==> src/rtl/mem_arb_pkg.sv <==
// Shared types and default geometry for the two-port RAM arbiter.
// Response FSM encoding and default RAM window/starvation limit live here.
package mem_arb_pkg;

    typedef enum logic [2:0] {
        ST_IDLE   = 3'd0,
        ST_RESP_I = 3'd1,
        ST_RESP_D = 3'd2,
        ST_ERR_I  = 3'd3,
        ST_ERR_D  = 3'd4
    } resp_state_t;

    localparam int unsigned MEM_SIZE_DEF     = 8192;
    localparam logic [31:0] MEM_START_DEF    = 32'h0000_0000;
    localparam int unsigned STARVE_LIMIT_DEF = 4;
    localparam int unsigned STARVE_CNT_W     = 4;

endpackage

==> src/rtl/mem_addr_decode.sv <==
// Purpose: flags whether a byte address falls inside the RAM window.
// Latency: purely combinational, zero cycles.
// Backpressure: none; output follows the address every cycle.
module mem_addr_decode #(
    parameter int unsigned MEM_SIZE  = 8192,
    parameter logic [31:0] MEM_START = 32'h0000_0000
) (
    input  logic [31:0] addr,
    output logic        in_range
);

    localparam logic [31:0] ADDR_MASK = ~(MEM_SIZE[31:0] - 32'd1);

    assign in_range = ((addr & ADDR_MASK) == MEM_START);

endmodule

==> src/rtl/mem_port_arbiter.sv <==
// Purpose: arbitrates core fetch and load/store ports onto one single-port RAM.
// Latency: grant combinational in the request cycle, response one cycle later.
// Backpressure: the losing port sees gnt=0 and must hold its request.
module mem_port_arbiter
    import mem_arb_pkg::*;
#(
    parameter int unsigned MEM_SIZE     = MEM_SIZE_DEF,
    parameter logic [31:0] MEM_START    = MEM_START_DEF,
    parameter int unsigned STARVE_LIMIT = STARVE_LIMIT_DEF
) (
    input  logic        clk_sys,
    input  logic        rst_sys_n,

    input  logic        instr_req_i,
    input  logic [31:0] instr_addr_i,
    output logic        instr_gnt_o,
    output logic        instr_rvalid_o,
    output logic        instr_err_o,
    output logic [31:0] instr_rdata_o,

    input  logic        data_req_i,
    input  logic        data_we_i,
    input  logic [3:0]  data_be_i,
    input  logic [31:0] data_addr_i,
    input  logic [31:0] data_wdata_i,
    output logic        data_gnt_o,
    output logic        data_rvalid_o,
    output logic        data_err_o,
    output logic [31:0] data_rdata_o,

    output logic        mem_req_o,
    output logic        mem_we_o,
    output logic [3:0]  mem_be_o,
    output logic [31:0] mem_addr_o,
    output logic [31:0] mem_wdata_o,
    input  logic        mem_rvalid_i,
    input  logic [31:0] mem_rdata_i
);

    localparam logic [STARVE_CNT_W-1:0] STARVE_LIM = STARVE_LIMIT[STARVE_CNT_W-1:0];

    resp_state_t             state_q, state_d;
    logic [STARVE_CNT_W-1:0] starve_cnt_q, starve_cnt_d;
    logic                    instr_in_range, data_in_range;

    mem_addr_decode #(.MEM_SIZE(MEM_SIZE), .MEM_START(MEM_START)) u_instr_decode (
        .addr     (instr_addr_i),
        .in_range (instr_in_range)
    );

    mem_addr_decode #(.MEM_SIZE(MEM_SIZE), .MEM_START(MEM_START)) u_data_decode (
        .addr     (data_addr_i),
        .in_range (data_in_range)
    );

    // Fetch wins unless data has waited STARVE_LIMIT consecutive fetch grants.
    always_comb begin
        instr_gnt_o = 1'b0;
        data_gnt_o  = 1'b0;
        if (rst_sys_n) begin
            if (data_req_i && (!instr_req_i || starve_cnt_q == STARVE_LIM)) begin
                data_gnt_o = 1'b1;
            end else if (instr_req_i) begin
                instr_gnt_o = 1'b1;
            end
        end
    end

    always_comb begin
        mem_req_o   = 1'b0;
        mem_we_o    = 1'b0;
        mem_be_o    = 4'h0;
        mem_addr_o  = 32'h0;
        mem_wdata_o = 32'h0;
        if (instr_gnt_o && instr_in_range) begin
            mem_req_o  = 1'b1;
            mem_be_o   = 4'hF;
            mem_addr_o = instr_addr_i;
        end else if (data_gnt_o && data_in_range) begin
            mem_req_o   = 1'b1;
            mem_we_o    = data_we_i;
            mem_be_o    = data_be_i;
            mem_addr_o  = data_addr_i;
            mem_wdata_o = data_wdata_i;
        end
    end

    always_comb begin
        state_d      = ST_IDLE;
        starve_cnt_d = starve_cnt_q;
        if (instr_gnt_o) begin
            state_d = instr_in_range ? ST_RESP_I : ST_ERR_I;
        end else if (data_gnt_o) begin
            state_d = data_in_range ? ST_RESP_D : ST_ERR_D;
        end

        if (!data_req_i || data_gnt_o) begin
            starve_cnt_d = '0;
        end else if (instr_gnt_o && starve_cnt_q < STARVE_LIM) begin
            starve_cnt_d = starve_cnt_q + 1'b1;
        end
    end

    always_ff @(posedge clk_sys or negedge rst_sys_n) begin
        if (!rst_sys_n) begin
            state_q      <= ST_IDLE;
            starve_cnt_q <= '0;
        end else begin
            state_q      <= state_d;
            starve_cnt_q <= starve_cnt_d;
        end
    end

    // Response routing: RAM return goes to the port that owned last cycle's grant.
    always_comb begin
        instr_rvalid_o = 1'b0;
        instr_err_o    = 1'b0;
        instr_rdata_o  = 32'h0;
        data_rvalid_o  = 1'b0;
        data_err_o     = 1'b0;
        data_rdata_o   = 32'h0;
        unique case (state_q)
            ST_RESP_I: begin
                instr_rvalid_o = mem_rvalid_i;
                instr_rdata_o  = mem_rdata_i;
            end
            ST_RESP_D: begin
                data_rvalid_o = mem_rvalid_i;
                data_rdata_o  = mem_rdata_i;
            end
            ST_ERR_I: begin
                instr_rvalid_o = 1'b1;
                instr_err_o    = 1'b1;
            end
            ST_ERR_D: begin
                data_rvalid_o = 1'b1;
                data_err_o    = 1'b1;
            end
            default: ;
        endcase
    end

endmodule

==> config.mk <==
export PLATFORM = sky130hd
export DESIGN_NAME = mem_port_arbiter
export DESIGN_NICKNAME = d
export VERILOG_FILES = /design/src/rtl/mem_arb_pkg.sv /design/src/rtl/mem_addr_decode.sv /design/src/rtl/mem_port_arbiter.sv
export SDC_FILE = /design/constraint.sdc
export NUM_CORES = 1
export LEC_CHECK = 0
export CORE_AREA = 2 2 109 111
export CTS_CLUSTER_DIAMETER = 40
export CTS_CLUSTER_SIZE = 24
export DETAILED_ROUTE_END_ITERATION = 8
export DIE_AREA = 0 0 111 113
export GPL_ROUTABILITY_DRIVEN = 0
export SLEW_MARGIN = 0
export SYNTH_ARGS = -nofsm -noshare
export SYNTH_HDL_FRONTEND = slang
export SYNTH_SLANG_ARGS = --single-unit
==> constraint.sdc <==
create_clock -name clk_sys -period 2.5 [get_ports clk_sys]
set_input_delay 0.5 -clock clk_sys [delete_from_list [all_inputs] [get_ports clk_sys]]
set_output_delay 0.5 -clock clk_sys [all_outputs]
set_load 0.01 [all_outputs]
==> results.toml <==
[placement]
place_hpwl_mm = 7.33
portBuffers = 258
post-place-ws_ns = -0.665

[outcome]
violations = "negative setup slack"
status = "finished, violations left"

[floorplanning]
rows = 39
die_w_um = 111
num_io_pins = 278
core_area_sq_um = 11300
die-area_sq_um = 12500
start_util_pct = 13.7
die_h_um = 113

[cts]
cts.sinks = 7
cts-hold-fix-buffers = 0
cts_root_buffer = "clkbuf_16"
tritoncts = "done"
cts.clk_slew.worst_paths_ns = 0.03
numCtsBuffers = 3
htreeDepth = 1
clk-insertion-delay-late_ns = 0.23
cts.path.max_buffers = 2

[timing]
timing.final.ws_setup_ns = -0.0126
period_share_pct = 101
slew_viol_final = 0
setup_violations = 4
period_minus_slack_ns = 2.51
skew_ns = 0.000597
fmax_mhz = 398
rsz0062_at_grt = "true"
finalHoldViolCount = 0

[layout]
ff_latch_area_sq_um = 175
synthToLayoutAreaGrowth_pct = 210
fin_nets = 649
post-route-util_pct = 42.5
fill_cells = 1144
multi_input_comb_area_sq_um = 1400
drive_gt1_share_pct = 34.6
antenna_cells = 0

[routing]
via_per_inst = 4.01
drt_iter0_markers = 63
drc = 0
dr.pass1.iters = 3
wl_mm = 9.14
routedWlPerCell_um = 14.0
ant_nets = 0
vias = 2611

[setup_path]
critical_path_arrival_ns = 2.01
r2r_slack_ns = 0.57
ff2ff_path_depth = 11
path_class = "flip-flop to primary output"
worstPathRequired_ns = 2.00
timing.rr.end = "state_q[1]"
worstSetupStartpointType = "flip-flop"
end_kind = "primary output"
crit_fanout = 5
r2r-start = "starve_cnt_q[1]"

[pwr]
powerDensity_nw_per_um2 = 174
leakage_nw = 2.15
peakVddDrop_mv = 0.144

[yosys]
synth-seq-cells = 7
synth-seq-area-share_pct = 11.3
yosysUniqueCellTypes = 32
syn_area_sq_um = 1550
ys.warnings.count = 0
synthCells = 215
avgSynthCellArea_sq_um = 7.19

[grt]
antenna_found_initial = 0
grt_remaining_overflow = 0
grt_usage_pct = 13.2
first_global_vias = 2604
grt_max_degree = 34
grt_pass1_wl_mm = 13.2

[min_path]
hp-class = "input port to async pin"

[job]
maxCapViolCount = 0
## cells in the mapped netlist (all sizes together)
| cell | count | area share, % |
|---|---|---|
| mux2i | 1 | 0.65 |
| a21oi | 1 | 0.32 |
| nor2 | 10 | 2.6 |
| a21o | 2 | 1.1 |
| o21bai | 1 | 0.49 |
| and3b | 1 | 0.57 |
| clkbuf | 11 | 2.7 |
| dfrtp | 7 | 11 |
| a32o | 17 | 11 |
| or3 | 1 | 0.40 |
| a31oi | 1 | 0.40 |
| nand2b | 1 | 0.40 |
| nor4 | 9 | 5.0 |
| and2 | 110 | 44 |
| o211ai | 1 | 0.81 |
| buf | 22 | 11 |
| nand4 | 2 | 0.81 |
| nor3b | 1 | 0.49 |
| nand2 | 2 | 0.49 |
| nor3 | 3 | 1.3 |
| ha | 2 | 1.6 |
| conb | 1 | 0.24 |
| inv | 7 | 1.7 |
| xnor2 | 1 | 0.57 |
## placed cells by master, fill, tap and decap left out, types with 3 or more instances in the layout
| cell | instances |
|---|---|
| clkdlybuf4s50_1 | 167 |
| and2_1 | 72 |
| buf_6 | 48 |
| and2_4 | 37 |
| buf_2 | 37 |
| buf_4 | 20 |
| conb_1 | 19 |
| a32o_1 | 16 |
| clkdlybuf4s15_1 | 11 |
| nor2_1 | 9 |
| dlygate4sd2_1 | 9 |
| dfrtp_1 | 7 |
| nor4_2 | 5 |
| inv_1 | 4 |
| clkbuf_16 | 4 |
| nor4_4 | 3 |
| buf_8 | 3 |
## through the flow
step	std cells	setup TNS (ns)	hold WS, ns	instance area (sq um)	power [mW]
floorplan	233	0	0.204	1610	0.243
global placement	623	-31.13	0.559	4380	0.546
detailed placement	623	-32.15	0.574	4380	0.553
CTS	653	-1.26	0.444	4710	0.834
global route	651	-2.11	0.486	4790	0.874
finish	651	-0.0402	0.445	4790	0.834
## cell families (layout without fill, tap and decap cells)
logic type,after synthesis,in the layout,share of synthesized area [%]
xor gates and xnor gates,1,1,0.566
DFF,7,7,11.3
buffers and inverters,40,315,15.0
AOI/OAI and AO/OA,23,23,14.1
adders and majority gates,2,2,1.62
muxes,1,1,0.647
and+or+nand+nor,140,140,56.6
other,1,19,0.242
## sequential cells by signal, indices dropped and copies added (netlist names)
signal and count:
state_q 3, starve_cnt_q 4
## per-layer routing
metal  share of wire (%)  up-vias  global-route usage, %
li1                    -     1272                      -
met1                  34     1157                   12.4
met2                  54      170                   27.7
met3                 9.8       12                   3.21
met4                 2.2        0                   4.00
met5                   0        -                      0
## critical path, stage by stage, from the launching register on
cell and delay (ns):
dfrtp_1 0.37, inv_2 0.08, ha_4 0.12, and3b_2 0.20
o211ai_2 0.10, buf_6 0.14, nor3_4 0.19, buf_6 0.13
buf_6 0.10, buf_6 0.10, and2_4 0.13, buf_6 0.10
## what timing repair did
item / CTS / global route
cloned: 7 / 2
buffers inserted: 21 / 0
pin swaps: 29 / 62
gates resized for setup: 317 / 117
endpoints found under the setup margin: 53 / 51
## how the worst max path moves through the flow
stage                     slack [ns]               to             start  cells after the start
after detailed placement       -0.66  mem_wdata_o[17]   data_addr_i[24]                      7
after global routing           -0.11   mem_wdata_o[1]   starve_cnt_q[1]                     11
after CTS                      -0.05  mem_wdata_o[27]   starve_cnt_q[0]                     11
after global placement         -0.65  mem_wdata_o[17]   data_addr_i[24]                      7
final                          -0.01  mem_wdata_o[25]   starve_cnt_q[0]                     11
after floorplan                 0.33   mem_addr_o[10]  instr_addr_i[14]                      5
## final cells by class
class | instances | share of cell area (%)
Clock buffer | 4 | 1.65
Inverter | 7 | 0.705
Multi-Input combinational cell | 186 | 29.3
Sequential cell | 7 | 3.66
Tap cell | 143 | 3.74
Timing Repair Buffer | 304 | 61.0
## report_power, final
group | switching [mW] | internal [mW] | leakage [nW]
clock network | 0.0569 | 0.212 | 0.0382
registers | 0.00323 | 0.118 | 0.0945
logic | 0.151 | 0.294 | 2.02
(Power assumes the default switching activity.)
